<file path="src/rtl/mem_arbiter_if.sv">
// Signal bundle between the mem_arbiter and its requesters/backing memory.
// slave = arbiter view, master = environment (IF stage, MEM stage, memory) view.
interface mem_arbiter_if #(parameter int XLEN = 32);
  logic            i_if_req;
  logic [XLEN-1:0] i_if_addr;
  logic [XLEN-1:0] o_if_rdata;
  logic            o_if_done;

  logic            i_d_req;
  logic            i_d_we;
  logic [XLEN-1:0] i_d_addr;
  logic [XLEN-1:0] i_d_wdata;
  logic [3:0]      i_d_be;
  logic [XLEN-1:0] o_d_rdata;
  logic            o_d_done;

  logic            o_mem_req;
  logic            o_mem_we;
  logic [XLEN-1:0] o_mem_addr;
  logic [XLEN-1:0] o_mem_wdata;
  logic [3:0]      o_mem_be;
  logic            i_mem_ack;
  logic [XLEN-1:0] i_mem_rdata;

  logic [1:0]      o_owner;

  modport slave (
    input  i_if_req, i_if_addr,
    output o_if_rdata, o_if_done,
    input  i_d_req, i_d_we, i_d_addr, i_d_wdata, i_d_be,
    output o_d_rdata, o_d_done,
    output o_mem_req, o_mem_we, o_mem_addr, o_mem_wdata, o_mem_be,
    input  i_mem_ack, i_mem_rdata,
    output o_owner
  );

  modport master (
    output i_if_req, i_if_addr,
    input  o_if_rdata, o_if_done,
    output i_d_req, i_d_we, i_d_addr, i_d_wdata, i_d_be,
    input  o_d_rdata, o_d_done,
    input  o_mem_req, o_mem_we, o_mem_addr, o_mem_wdata, o_mem_be,
    output i_mem_ack, i_mem_rdata,
    input  o_owner
  );
endinterface

</file>
<file path="src/rtl/mem_arbiter.sv">
// Two-requester (fetch / data) arbiter serialising transactions onto one memory port.
// ARB_ROUND_ROBIN_EN selects round-robin arbitration; otherwise data has fixed priority.
//
//   state   | meaning
//   IDLE    | no transaction; grant one pending request
//   BUSY_IF | fetch transaction on memory port, waiting for ack
//   BUSY_D  | data transaction on memory port, waiting for ack
//   RESP    | done pulse to the winner; requests not sampled
module mem_arbiter #(
  parameter int XLEN = 32
) (
  input  logic         i_clk,
  input  logic         i_reset,
  mem_arbiter_if.slave bus
);

  typedef enum logic [1:0] {IDLE, BUSY_IF, BUSY_D, RESP} state_t;

  localparam logic [1:0] OWN_NONE = 2'b00;
  localparam logic [1:0] OWN_IF   = 2'b01;
  localparam logic [1:0] OWN_D    = 2'b10;
  localparam logic [XLEN-1:0] WORD_MASK = {{(XLEN-2){1'b1}}, 2'b00};

  state_t          state, state_nxt;
  logic [1:0]      owner, owner_nxt;
  logic            mem_req, mem_req_nxt;
  logic            mem_we, mem_we_nxt;
  logic [XLEN-1:0] mem_addr, mem_addr_nxt;
  logic [XLEN-1:0] mem_wdata, mem_wdata_nxt;
  logic [3:0]      mem_be, mem_be_nxt;
  logic [XLEN-1:0] if_rdata, if_rdata_nxt;
  logic [XLEN-1:0] d_rdata, d_rdata_nxt;
  logic            if_done, if_done_nxt;
  logic            d_done, d_done_nxt;
  logic            pick_d;

`ifdef ARB_ROUND_ROBIN_EN
  // last_d = 1 when data was granted most recently; resets to 1 so fetch wins the first tie
  logic last_d, last_d_nxt;
  assign pick_d = bus.i_d_req && (!bus.i_if_req || !last_d);
`else
  assign pick_d = bus.i_d_req;
`endif

  always_comb begin
    state_nxt     = state;
    owner_nxt     = owner;
    mem_req_nxt   = mem_req;
    mem_we_nxt    = mem_we;
    mem_addr_nxt  = mem_addr;
    mem_wdata_nxt = mem_wdata;
    mem_be_nxt    = mem_be;
    if_rdata_nxt  = if_rdata;
    d_rdata_nxt   = d_rdata;
    if_done_nxt   = 1'b0;
    d_done_nxt    = 1'b0;
`ifdef ARB_ROUND_ROBIN_EN
    last_d_nxt    = last_d;
`endif
    case (state)
      IDLE: begin
        if (bus.i_d_req || bus.i_if_req) begin
          mem_req_nxt = 1'b1;
`ifdef ARB_ROUND_ROBIN_EN
          last_d_nxt  = pick_d;
`endif
          if (pick_d) begin
            state_nxt     = BUSY_D;
            owner_nxt     = OWN_D;
            mem_we_nxt    = bus.i_d_we;
            mem_addr_nxt  = bus.i_d_addr & WORD_MASK;
            mem_wdata_nxt = bus.i_d_wdata;
            mem_be_nxt    = bus.i_d_be;
          end else begin
            state_nxt     = BUSY_IF;
            owner_nxt     = OWN_IF;
            mem_we_nxt    = 1'b0;
            mem_addr_nxt  = bus.i_if_addr & WORD_MASK;
            mem_wdata_nxt = '0;
            mem_be_nxt    = 4'hF;
          end
        end
      end
      BUSY_IF: begin
        if (bus.i_mem_ack) begin
          mem_req_nxt  = 1'b0;
          if_rdata_nxt = bus.i_mem_rdata;
          if_done_nxt  = 1'b1;
          state_nxt    = RESP;
        end
      end
      BUSY_D: begin
        if (bus.i_mem_ack) begin
          mem_req_nxt = 1'b0;
          d_rdata_nxt = bus.i_mem_rdata;
          d_done_nxt  = 1'b1;
          state_nxt   = RESP;
        end
      end
      RESP: begin
        state_nxt = IDLE;
        owner_nxt = OWN_NONE;
      end
      default: begin
        state_nxt   = IDLE;
        owner_nxt   = OWN_NONE;
        mem_req_nxt = 1'b0;
      end
    endcase
  end

  always_ff @(posedge i_clk or posedge i_reset) begin
    if (i_reset) begin
      state     <= IDLE;
      owner     <= OWN_NONE;
      mem_req   <= 1'b0;
      mem_we    <= 1'b0;
      mem_addr  <= '0;
      mem_wdata <= '0;
      mem_be    <= 4'h0;
      if_rdata  <= '0;
      d_rdata   <= '0;
      if_done   <= 1'b0;
      d_done    <= 1'b0;
`ifdef ARB_ROUND_ROBIN_EN
      last_d    <= 1'b1;
`endif
    end else begin
      state     <= state_nxt;
      owner     <= owner_nxt;
      mem_req   <= mem_req_nxt;
      mem_we    <= mem_we_nxt;
      mem_addr  <= mem_addr_nxt;
      mem_wdata <= mem_wdata_nxt;
      mem_be    <= mem_be_nxt;
      if_rdata  <= if_rdata_nxt;
      d_rdata   <= d_rdata_nxt;
      if_done   <= if_done_nxt;
      d_done    <= d_done_nxt;
`ifdef ARB_ROUND_ROBIN_EN
      last_d    <= last_d_nxt;
`endif
    end
  end

  assign bus.o_mem_req   = mem_req;
  assign bus.o_mem_we    = mem_we;
  assign bus.o_mem_addr  = mem_addr;
  assign bus.o_mem_wdata = mem_wdata;
  assign bus.o_mem_be    = mem_be;
  assign bus.o_if_rdata  = if_rdata;
  assign bus.o_if_done   = if_done;
  assign bus.o_d_rdata   = d_rdata;
  assign bus.o_d_done    = d_done;
  assign bus.o_owner     = owner;

endmodule

</file>
<file path="src/flat_wrapper.sv">
// flat-port wrapper written by rule: the top's interface ports become plain ports
module mem_arbiter_flat 
#(
  parameter int XLEN = 32
)
  (i_clk, i_reset, bus_i_if_req, bus_i_if_addr, bus_o_if_rdata, bus_o_if_done, bus_i_d_req, bus_i_d_we, bus_i_d_addr, bus_i_d_wdata, bus_i_d_be, bus_o_d_rdata, bus_o_d_done, bus_o_mem_req, bus_o_mem_we, bus_o_mem_addr, bus_o_mem_wdata, bus_o_mem_be, bus_i_mem_ack, bus_i_mem_rdata, bus_o_owner);
  mem_arbiter_if #(.XLEN(XLEN)) bus_i ();
  input  logic i_clk;
  input  logic i_reset;
  input wire logic [$bits(bus_i.i_if_req)-1:0] bus_i_if_req;
  input wire logic [$bits(bus_i.i_if_addr)-1:0] bus_i_if_addr;
  output wire logic [$bits(bus_i.o_if_rdata)-1:0] bus_o_if_rdata;
  output wire logic [$bits(bus_i.o_if_done)-1:0] bus_o_if_done;
  input wire logic [$bits(bus_i.i_d_req)-1:0] bus_i_d_req;
  input wire logic [$bits(bus_i.i_d_we)-1:0] bus_i_d_we;
  input wire logic [$bits(bus_i.i_d_addr)-1:0] bus_i_d_addr;
  input wire logic [$bits(bus_i.i_d_wdata)-1:0] bus_i_d_wdata;
  input wire logic [$bits(bus_i.i_d_be)-1:0] bus_i_d_be;
  output wire logic [$bits(bus_i.o_d_rdata)-1:0] bus_o_d_rdata;
  output wire logic [$bits(bus_i.o_d_done)-1:0] bus_o_d_done;
  output wire logic [$bits(bus_i.o_mem_req)-1:0] bus_o_mem_req;
  output wire logic [$bits(bus_i.o_mem_we)-1:0] bus_o_mem_we;
  output wire logic [$bits(bus_i.o_mem_addr)-1:0] bus_o_mem_addr;
  output wire logic [$bits(bus_i.o_mem_wdata)-1:0] bus_o_mem_wdata;
  output wire logic [$bits(bus_i.o_mem_be)-1:0] bus_o_mem_be;
  input wire logic [$bits(bus_i.i_mem_ack)-1:0] bus_i_mem_ack;
  input wire logic [$bits(bus_i.i_mem_rdata)-1:0] bus_i_mem_rdata;
  output wire logic [$bits(bus_i.o_owner)-1:0] bus_o_owner;
  assign bus_i.i_if_req = bus_i_if_req;
  assign bus_i.i_if_addr = bus_i_if_addr;
  assign bus_o_if_rdata = bus_i.o_if_rdata;
  assign bus_o_if_done = bus_i.o_if_done;
  assign bus_i.i_d_req = bus_i_d_req;
  assign bus_i.i_d_we = bus_i_d_we;
  assign bus_i.i_d_addr = bus_i_d_addr;
  assign bus_i.i_d_wdata = bus_i_d_wdata;
  assign bus_i.i_d_be = bus_i_d_be;
  assign bus_o_d_rdata = bus_i.o_d_rdata;
  assign bus_o_d_done = bus_i.o_d_done;
  assign bus_o_mem_req = bus_i.o_mem_req;
  assign bus_o_mem_we = bus_i.o_mem_we;
  assign bus_o_mem_addr = bus_i.o_mem_addr;
  assign bus_o_mem_wdata = bus_i.o_mem_wdata;
  assign bus_o_mem_be = bus_i.o_mem_be;
  assign bus_i.i_mem_ack = bus_i_mem_ack;
  assign bus_i.i_mem_rdata = bus_i_mem_rdata;
  assign bus_o_owner = bus_i.o_owner;
  mem_arbiter #(.XLEN(XLEN)) u_core (.i_clk(i_clk), .i_reset(i_reset), .bus(bus_i));
endmodule
</file>
<file path="config.mk">
export PLATFORM = sky130hd
export DESIGN_NAME = mem_arbiter_flat
export DESIGN_NICKNAME = d
export VERILOG_FILES = /design/src/rtl/mem_arbiter_if.sv /design/src/rtl/mem_arbiter.sv /design/src/flat_wrapper.sv
export SDC_FILE = /design/constraint.sdc
export NUM_CORES = 1
export LEC_CHECK = 0
export BUFFER_PORTS_ARGS = -buffer_cell sky130_fd_sc_hd__buf_2
export CORE_MARGIN = 1.5
export CORE_UTILIZATION = 45
export CTS_BUF_LIST = sky130_fd_sc_hd__clkbuf_2
export DETAILED_ROUTE_END_ITERATION = 8
export GPL_ROUTABILITY_DRIVEN = 1
export PLACE_DENSITY = 0.79
export SETUP_SLACK_MARGIN = 0.5
export SYNTH_ARGS = -nofsm -noshare
export SYNTH_HDL_FRONTEND = slang
export SYNTH_SLANG_ARGS = --single-unit
</file>
<file path="constraint.sdc">
create_clock -name i_clk -period 5.91 [get_ports i_clk]
set_clock_uncertainty 0.2 [all_clocks]
set_input_delay 0.2955 -clock i_clk [delete_from_list [all_inputs] [get_ports i_clk]]
set_output_delay 0.2955 -clock i_clk [all_outputs]
set_load 0.03 [all_outputs]
</file>
==> reports/summary.log, run 1 <==
INFO  run_status     run_status=finished, final reports clean
INFO  pwr            power_leakage=4.40nW
INFO  cts            clock_pin_slew_of_the_registers_on_the_worst_case_setup_and_hold_paths=210ps
INFO  cts            clock_insertion_delay_worst_skew=660ps
INFO  cells_and_area register_area=0.00345mm²
INFO  logic_synthesis synth-seq-cells=138
INFO  pwr            power_density=548mW/mm²
INFO  floorplanning  core_area=0.0120mm²
INFO  pwr            peakVddDrop=0.303mV
INFO  timing         report.final.hold_viol_count=0
INFO  floorplanning  pin_count=276
INFO  timing         drv_slew=0
INFO  setup_path     critPathRequiredTime=6410ps
INFO  cells_and_area num_antenna_cells=0
INFO  floorplanning  dieWidth=114µm
INFO  logic_synthesis synth_area=0.00556mm²
INFO  floorplanning  initial_utilization=46.3%
INFO  global_route   antenna_found_initial=0
INFO  min_path       hold_class=input pin to flip-flop
INFO  logic_synthesis synth-seq-area-share=62.2%
INFO  drt            total_routed_length=17400µm
INFO  drt            drcViolationCount=0
INFO  cts            cts-buffers-inserted=17
INFO  setup_path     criticalPathCategory=input pin to asynchronous set/reset pin
INFO  setup_path     startpoint_type=input pin
INFO  logic_synthesis ys_top_cells_by_area=sky130_fd_sc_hd__dfrtp_1 (62%), sky130_fd_sc_hd__mux2_2 (13%), sky130_fd_sc_hd__mux2i_1 (5.4%)
INFO  logic_synthesis yosysTopAreaCell=sky130_fd_sc_hd__dfrtp_1
INFO  timing         setup_tns=0ps
INFO  timing         max_slew.worst_pin.slew=1160ps
INFO  cts            hold_buffers=137
INFO  logic_synthesis postSynthCellCount=401
INFO  global_route   grt-ovfl-total=0
INFO  cells_and_area final_common_cell=sky130_fd_sc_hd__buf_2
INFO  timing         whs=146ps
INFO  logic_synthesis synthesis.area_per_instance=13.9µm²
INFO  global_route   grt_max_degree=98
INFO  global_route   via_count_of_the_first_global_routing_pass=5282
INFO  cells_and_area syn2layout_area_growth=53.7%
INFO  drt            first_iter_violations=287
INFO  run            cap_violations=0
INFO  floorplanning  die_height=114µm
INFO  drt            post_drt_wl_per_cell=18.0µm
INFO  cts            tritoncts_clock_tree=done
INFO  timing         achievable-frequency=416MHz
INFO  cts            cts.sink_count=138
INFO  logic_synthesis ys_types=26
INFO  timing         grt_setup_unrepaired=no
INFO  logic_synthesis ys.flop_type=sky130_fd_sc_hd__dfrtp_1
INFO  cts            h_tree_levels=4
INFO  placement      gp_congestion=0.785
INFO  cts            root_buffer=sky130_fd_sc_hd__clkbuf_2
INFO  cells_and_area design.final.nets=947
INFO  cells_and_area fill_cells=751
INFO  drt            detailedRoute.firstPassIterationCount=5
INFO  cells_and_area mostFrequentLayoutCells=sky130_fd_sc_hd__buf_2 (269), sky130_fd_sc_hd__dfrtp_1 (138), sky130_fd_sc_hd__dlygate4sd3_1 (137)
INFO  placement      dpl.hpwl=9490µm
INFO  logic_synthesis synth-warning-count=0
INFO  pwr            p_total=0.00468W
INFO  timing         final.period_utilization=40.7%
INFO  logic_synthesis number_of_flops_mapped_to_enable_cells_by_yosys=0
INFO  setup_path     critical_path.endpoint_type=asynchronous set/reset pin
INFO  cts            postCtsResizedCells=0
INFO  cts            cts_setup_buffers=0
INFO  setup_path     crit_path_max_fanout=76
INFO  timing         timing.final.crit_period=2400ps
INFO  setup_path     reg2reg_slack=3630ps
INFO  floorplanning  core.rowCount=40
INFO  timing         setup-violations-final=0
INFO  cells_and_area layout-drive-gt1-share=45.5%
INFO  global_route   grt_pass1_wl=27000µm
INFO  drt            avgViaCountPerCell=5.13
INFO  timing         slew_headroom=22.7%
INFO  global_route   grt_util_all_layers=27.1%
INFO  drt            final_antenna_net_count=0
INFO  cells_and_area footprint_of_the_multi_input_gates=0.00185mm²
INFO  floorplanning  fp.dieArea=0.0130mm²
INFO  cts            cts-root-to-sink-buffers=2
INFO  logic_synthesis post-synth-top-area-fraction=62.2%
INFO  setup_path     arrival_time_at_the_worst_endpoint=2900ps
INFO  logic_synthesis synth-async-reset-ratio=100%
INFO  drt            route.vias.total=4942
INFO  placement      count_of_buffers_inserted_at_the_top_level_ports=269
## kinds of logic after synthesis
logic type	share of synthesized area, %
mux	18.4
other cells	0.0675
buf+inv	4.71
compound gates	9.91
fa+ha+maj	1.13
simple gates	3.65
flops	62.2
## layout make-up
type / instances / area share [%]
timing repair buffer: 409 / 32.1
tap: 147 / 2.15
sequential: 138 / 40.4
multi-input combinational: 229 / 21.7
clock buffer: 19 / 1.11
inverter: 9 / 0.454
clock inverter: 13 / 2.07
## worst max-delay path: stages
cell,delay [ps]
sky130_fd_sc_hd__dlygate4sd3_1,530
sky130_fd_sc_hd__buf_2,120
sky130_fd_sc_hd__dlygate4sd3_1,610
sky130_fd_sc_hd__inv_6,420
sky130_fd_sc_hd__buf_4,810
## stage by stage
step	instances	instance area, µm²	utilization [%]	worst slack, ps
2_1_floorplan	402	5560	-	1720
3_3_place_gp	795	6900	57.4	3660
3_5_place_dp	795	6900	57.4	3550
4_1_cts	964	8540	71.1	3550
5_1_grt	964	8540	71.1	3280
6_report	964	8540	71.1	3510
## path summary, 6_finish.rpt
check / from / end / cells after the start
hold / removal: bus_i_d_wdata[9] / u_core.bus.o_mem_wdata[9] / 3
min in group asynchronous: i_reset / u_core.bus.o_if_rdata[8] / 4
setup reg to reg: u_core.state[0] / u_core.bus.o_mem_addr[10] / 5
hold reg to reg: u_core.bus.o_mem_be[1] / u_core.bus.o_mem_be[1] / 2
setup / recovery: i_reset / u_core.bus.o_mem_wdata[21] / 5
max in group i_clk: u_core.state[0] / u_core.bus.o_mem_addr[10] / 5
## cells in the mapped netlist (2+ instances only)
library cell / instances
sky130_fd_sc_hd__a21oi_1: 3
sky130_fd_sc_hd__a22o_1: 33
sky130_fd_sc_hd__buf_2: 5
sky130_fd_sc_hd__buf_4: 5
sky130_fd_sc_hd__buf_6: 14
sky130_fd_sc_hd__clkbuf_1: 2
sky130_fd_sc_hd__dfrtp_1: 138
sky130_fd_sc_hd__ha_1: 5
sky130_fd_sc_hd__inv_1: 9
sky130_fd_sc_hd__mux2_2: 64
sky130_fd_sc_hd__mux2i_1: 30
sky130_fd_sc_hd__nand2_1: 39
sky130_fd_sc_hd__nand2_2: 2
sky130_fd_sc_hd__nor2_1: 2
sky130_fd_sc_hd__o21a_1: 2
sky130_fd_sc_hd__o21ai_0: 30
sky130_fd_sc_hd__o21ai_1: 8
sky130_fd_sc_hd__o22a_1: 2
## registers in the layout (all words and copies together) (netlist names)
name,flops
u_core.bus.o_d_rdata,32
u_core.bus.o_d_done,1
u_core.bus.o_mem_we,1
u_core.bus.o_if_done,1
u_core.bus.o_mem_be,4
u_core.state,2
u_core.bus.o_owner,2
u_core.bus.o_mem_wdata,32
u_core.bus.o_mem_req,1
u_core.bus.o_mem_addr,30
u_core.bus.o_if_rdata,32
## power by group
part | total (W) | switching (W) | internal [W]
sequential | 0.00165 | 0.000256 | 0.00139
combinational | 0.00241 | 0.00158 | 0.000832
clock | 0.000621 | 0.000343 | 0.000278
## routing by layer
| layer | up-vias | part of all wire [%] | track usage, % |
|---|---|---|---|
| met2 | 254 | 52 | 47.3 |
| met3 | 48 | 7.4 | 7.62 |
| met1 | 2423 | 37 | 30.4 |
| met4 | 0 | 3.6 | 14.1 |
| li1 | 2217 | - | - |
| met5 | - | 0 | 0 |
Note: power is estimated with default switching activity, not from simulation.
==> run 2: changes to the inputs <==
- clock period: 5.91 -> 2.3 ns (I/O delays scaled with it)
==> reports/summary.log, run 2 <==
INFO  run_status     outcome.stop_stage=clock tree synthesis
INFO  cts            root_buffer=sky130_fd_sc_hd__clkbuf_2
INFO  cts            cts.sink_count=138 [unchanged]
INFO  placement      gp_congestion=0.776 [-1.1%]
INFO  floorplanning  initial_utilization=46.3% [unchanged]
INFO  logic_synthesis synth-seq-area-share=62.2% [unchanged]
INFO  floorplanning  die_height=114µm [unchanged]
INFO  logic_synthesis synth-seq-cells=138 [unchanged]
INFO  cts            h_tree_levels=4 [unchanged]
INFO  logic_synthesis number_of_flops_mapped_to_enable_cells_by_yosys=0 [unchanged]
INFO  floorplanning  pin_count=276 [unchanged]
INFO  cts            hold_buffers=171 [+25%]
INFO  logic_synthesis yosysTopAreaCell=sky130_fd_sc_hd__dfrtp_1
INFO  logic_synthesis post-synth-top-count-cell=sky130_fd_sc_hd__dfrtp_1
INFO  run_status     run.stop_error=[ERROR RSZ-0060] Max buffer count reached.
INFO  logic_synthesis ys_types=26 [unchanged]
INFO  logic_synthesis ys_top_cells_by_area=sky130_fd_sc_hd__dfrtp_1 (62%), sky130_fd_sc_hd__mux2_2 (13%), sky130_fd_sc_hd__mux2i_1 (5.4%)
INFO  logic_synthesis synth_area=0.00556mm² [unchanged]
INFO  logic_synthesis synth_commonest_cells=sky130_fd_sc_hd__dfrtp_1 (138), sky130_fd_sc_hd__mux2_2 (64), sky130_fd_sc_hd__nand2_1 (39)
INFO  logic_synthesis synth-warning-count=0 [unchanged]
INFO  cts            cts-buffers-inserted=17 [unchanged]
INFO  cts            cts_setup_buffers=6 [+6]
INFO  logic_synthesis post-synth-top-area-fraction=62.2% [unchanged]
INFO  run_status     run_status=aborted with a tool error
INFO  logic_synthesis synth-async-reset-ratio=100% [unchanged]
INFO  cts            cts-root-to-sink-buffers=2 [unchanged]
INFO  logic_synthesis synthesis.area_per_instance=13.9µm² [unchanged]
INFO  floorplanning  core.rowCount=40 [unchanged]
INFO  logic_synthesis ys.flop_type=sky130_fd_sc_hd__dfrtp_1
INFO  logic_synthesis postSynthCellCount=401 [unchanged]
INFO  placement      dpl.hpwl=9960µm [+5.0%]
INFO  cts            postCtsResizedCells=2 [+2]
INFO  placement      count_of_buffers_inserted_at_the_top_level_ports=269 [unchanged]
INFO  floorplanning  dieWidth=114µm [unchanged]
-- run 2: per-stage QoR --
step           util (%)  setup WS (ps)  instances  hold slack (ps)  cell area (µm²)
2_1_floorplan         -            264        402             47.5             5560
3_3_place_gp       58.2            428        800              131             7000
3_5_place_dp       58.2            305        800              137             7000
-- run 2: cells by family after synthesis --
group           Yosys count  synth area share (%)
fa+ha+maj                 5                  1.13
simple gates             47                  3.65
buf+inv                  35                  4.71
other cells               1                0.0675
compound gates           81                  9.91
mux                      94                  18.4
flops                   138                  62.2
==> run 3: changes to the inputs <==
- CORE_UTILIZATION: 45 -> 30
- CTS_BUF_LIST: sky130_fd_sc_hd__clkbuf_2 -> default
- PLACE_DENSITY: 0.79 -> default
- PLACE_DENSITY_LB_ADDON: default -> 0.15
- SETUP_SLACK_MARGIN: 0.5 -> default
==> reports/summary.log, run 3 (synthesized netlist as in run 1, its figures left out) <==
INFO  run_status     run_status=finished with violations
INFO  run_status     violations_in_the_final_reports=design-rule violations
INFO  setup_path     crit_path_max_fanout=23
INFO  timing         max_slew.worst_pin.slew=718ps
INFO  floorplanning  die_height=139µm [+22%]
INFO  drt            drcViolationCount=18
INFO  drt            avgViaCountPerCell=4.42
INFO  pwr            comb_power_share=47.1%
INFO  placement      dp_worst_setup_slack=343ps [+37.8 ps]
INFO  timing         achievable-frequency=518MHz
INFO  timing         timing.final.crit_period=1930ps
INFO  setup_path     path_cells=inv_1 -> ha_1 -> o21ai_4 -> buf_4 -> a22o_1
INFO  floorplanning  dieWidth=139µm [+22%]
INFO  timing         setup-violations-final=0
INFO  min_path       hold_class=input pin to flip-flop
INFO  cells_and_area design.final.nets=949
INFO  cells_and_area register_area=0.00345mm²
INFO  global_route   antenna_found_initial=0
INFO  cells_and_area num_antenna_cells=0
INFO  pwr            p_clk_share=20.7%
INFO  cts            root_buffer=sky130_fd_sc_hd__clkbuf_16
INFO  placement      dpl.hpwl=10100µm [+1.7%]
INFO  timing         report.final.hold_viol_count=0
INFO  global_route   via_count_of_the_first_global_routing_pass=5074
INFO  floorplanning  pin_count=276 [unchanged]
INFO  cts            cts-buffers-inserted=17 [unchanged]
INFO  cts            clock_pin_slew_of_the_registers_on_the_worst_case_setup_and_hold_paths=60ps
INFO  global_route   grt_max_degree=139
INFO  pwr            share_seq_of_total_power=32.2%
INFO  cells_and_area layout-drive-gt1-share=46.2%
INFO  drt            final_antenna_net_count=0
INFO  setup_path     critPathRequiredTime=2390ps
INFO  timing         grt_setup_unrepaired=no
INFO  placement      count_of_buffers_inserted_at_the_top_level_ports=269 [unchanged]
INFO  floorplanning  core_area=0.0181mm²
INFO  drt            first_iter_violations=99
INFO  pwr            power.share.switching=42.8%
INFO  timing         setup_ws=370ps
INFO  cells_and_area mostFrequentLayoutCells=sky130_fd_sc_hd__buf_2 (269), sky130_fd_sc_hd__dfrtp_1 (138), sky130_fd_sc_hd__dlygate4sd3_1 (132)
INFO  drt            detailedRoute.firstPassIterationCount=7
INFO  timing         final.period_utilization=83.9%
INFO  global_route   grt-ovfl-total=0
INFO  cells_and_area syn2layout_area_growth=62.4%
INFO  cells_and_area final_common_cell=sky130_fd_sc_hd__buf_2
INFO  drt            total_routed_length=15000µm
INFO  cells_and_area fin_util=49.9%
INFO  pwr            power_leakage=4.55nW
INFO  setup_path     worst_path_max_delay_cell=sky130_fd_sc_hd__dfrtp_1
INFO  timing         drv_slew=0
INFO  setup_path     arrival_time_at_the_worst_endpoint=2020ps
INFO  pwr            power_density=1440mW/mm²
INFO  floorplanning  initial_utilization=30.7% [-16 points]
INFO  cells_and_area design_area=0.00902mm²
INFO  timing         setup_tns=0ps
INFO  global_route   grt_pass1_wl=24900µm
INFO  drt            post_drt_wl_per_cell=14.3µm
INFO  setup_path     cpLargestDelayFamily=compound AO/OA/AOI/OAI gates
INFO  floorplanning  core.rowCount=49 [+23%]
INFO  setup_path     criticalPathCategory=flip-flop to flip-flop
INFO  cts            h_tree_levels=4 [unchanged]
INFO  cts            tritoncts_clock_tree=done
INFO  pwr            power.net_switching=0.00556W
INFO  global_route   grt_util_all_layers=16.2%
INFO  cts            cts_setup_buffers=0 [-6]
INFO  placement      place_area=0.00711mm² [+1.7%]
INFO  timing         slew_headroom=52.1%
INFO  cells_and_area fill_cells=1584
INFO  drt            route.vias.total=4627
INFO  cts            clock_insertion_delay_worst_skew=400ps
INFO  cts            cts.sink_count=138 [unchanged]
INFO  pwr            internal_power=0.00744W
INFO  floorplanning  fp.dieArea=0.0193mm²
INFO  placement      gp_congestion=0.731 [-5.8%]
INFO  setup_path     stage_delay_of_the_slowest_cell_on_the_critical_path=410ps
INFO  cells_and_area footprint_of_the_multi_input_gates=0.00185mm²
INFO  cts            cts-root-to-sink-buffers=2 [unchanged]
INFO  run            cap_violations=0
INFO  pwr            peakVddDrop=0.623mV
INFO  setup_path     path_buf_inv=2
INFO  setup_path     startpoint_type=flip-flop
INFO  setup_path     critical_path.endpoint_type=flip-flop
==> run 3: power by group through the flow <==
stage	combinational, W	sequential (W)	clock [W]
floorplan	0.00192	0.00647	0
global placement	0.00591	0.00416	0
detailed placement	0.00601	0.00421	0
CTS	0.00619	0.00420	0.00278
global route	0.00654	0.00435	0.00290
finish	0.00612	0.00419	0.00269
==> run 3: layer usage <==
metal	up-vias	track usage, %	wire [µm]
li1	2227	-	-
met1	2192	18.9	6140
met2	197	28.6	7560
met3	11	4.70	1130
met4	0	5.21	150
met5	-	0	0
==> run 3: path summary, 6_finish.rpt <==
| path | cells past startpoint | from | to | slack (ps) |
|---|---|---|---|---|
| worst max-delay path | 5 | u_core.state[0] | u_core.bus.o_mem_wdata[5] | 370 |
| worst min-delay path | 4 | bus_i_d_req | u_core.bus.o_mem_be[2] | 50 |
| worst max register to register | 5 | u_core.state[0] | u_core.bus.o_mem_wdata[5] | 370 |
| worst min register to register | 2 | u_core.bus.o_mem_addr[9] | u_core.bus.o_mem_addr[9] | 270 |
| max in group asynchronous | 4 | i_reset | u_core.bus.o_mem_addr[30] | 1100 |
| min in group asynchronous | 4 | i_reset | u_core.bus.o_d_rdata[6] | 280 |
==> run 3: cell type report <==
cell class                      count  area share, %
Clock inverter                     12           1.55
Multi-Input combinational cell    229           20.5
Tap cell                          229           3.18
Sequential cell                   138           38.3
Timing Repair Buffer              411           31.1
Clock buffer                       20           4.95
Inverter                            9          0.416
==> run 3: what timing repair did <==
item | 4_1_cts | 5_1_grt
hold endpoints to repair | 274 | 0
resized for setup | 0 | 0
hold buffers | 132 | 0
==> run 3: worst register-to-register path, stage by stage, from the launching register on <==
cell and delay (ps):
sky130_fd_sc_hd__dfrtp_1 410, sky130_fd_sc_hd__inv_1 110, sky130_fd_sc_hd__ha_1 340, sky130_fd_sc_hd__o21ai_4 260, sky130_fd_sc_hd__buf_4 260, sky130_fd_sc_hd__a22o_1 240
==> run 3: stage by stage <==
stage	hold WS, ps	total power (W)	instances
finish	49.8	0.0130	1048
global route	72.9	0.0138	1048
CTS	38.2	0.0132	1048
detailed placement	134	0.0102	884
global placement	132	0.0101	884
floorplan	47.5	0.00839	402
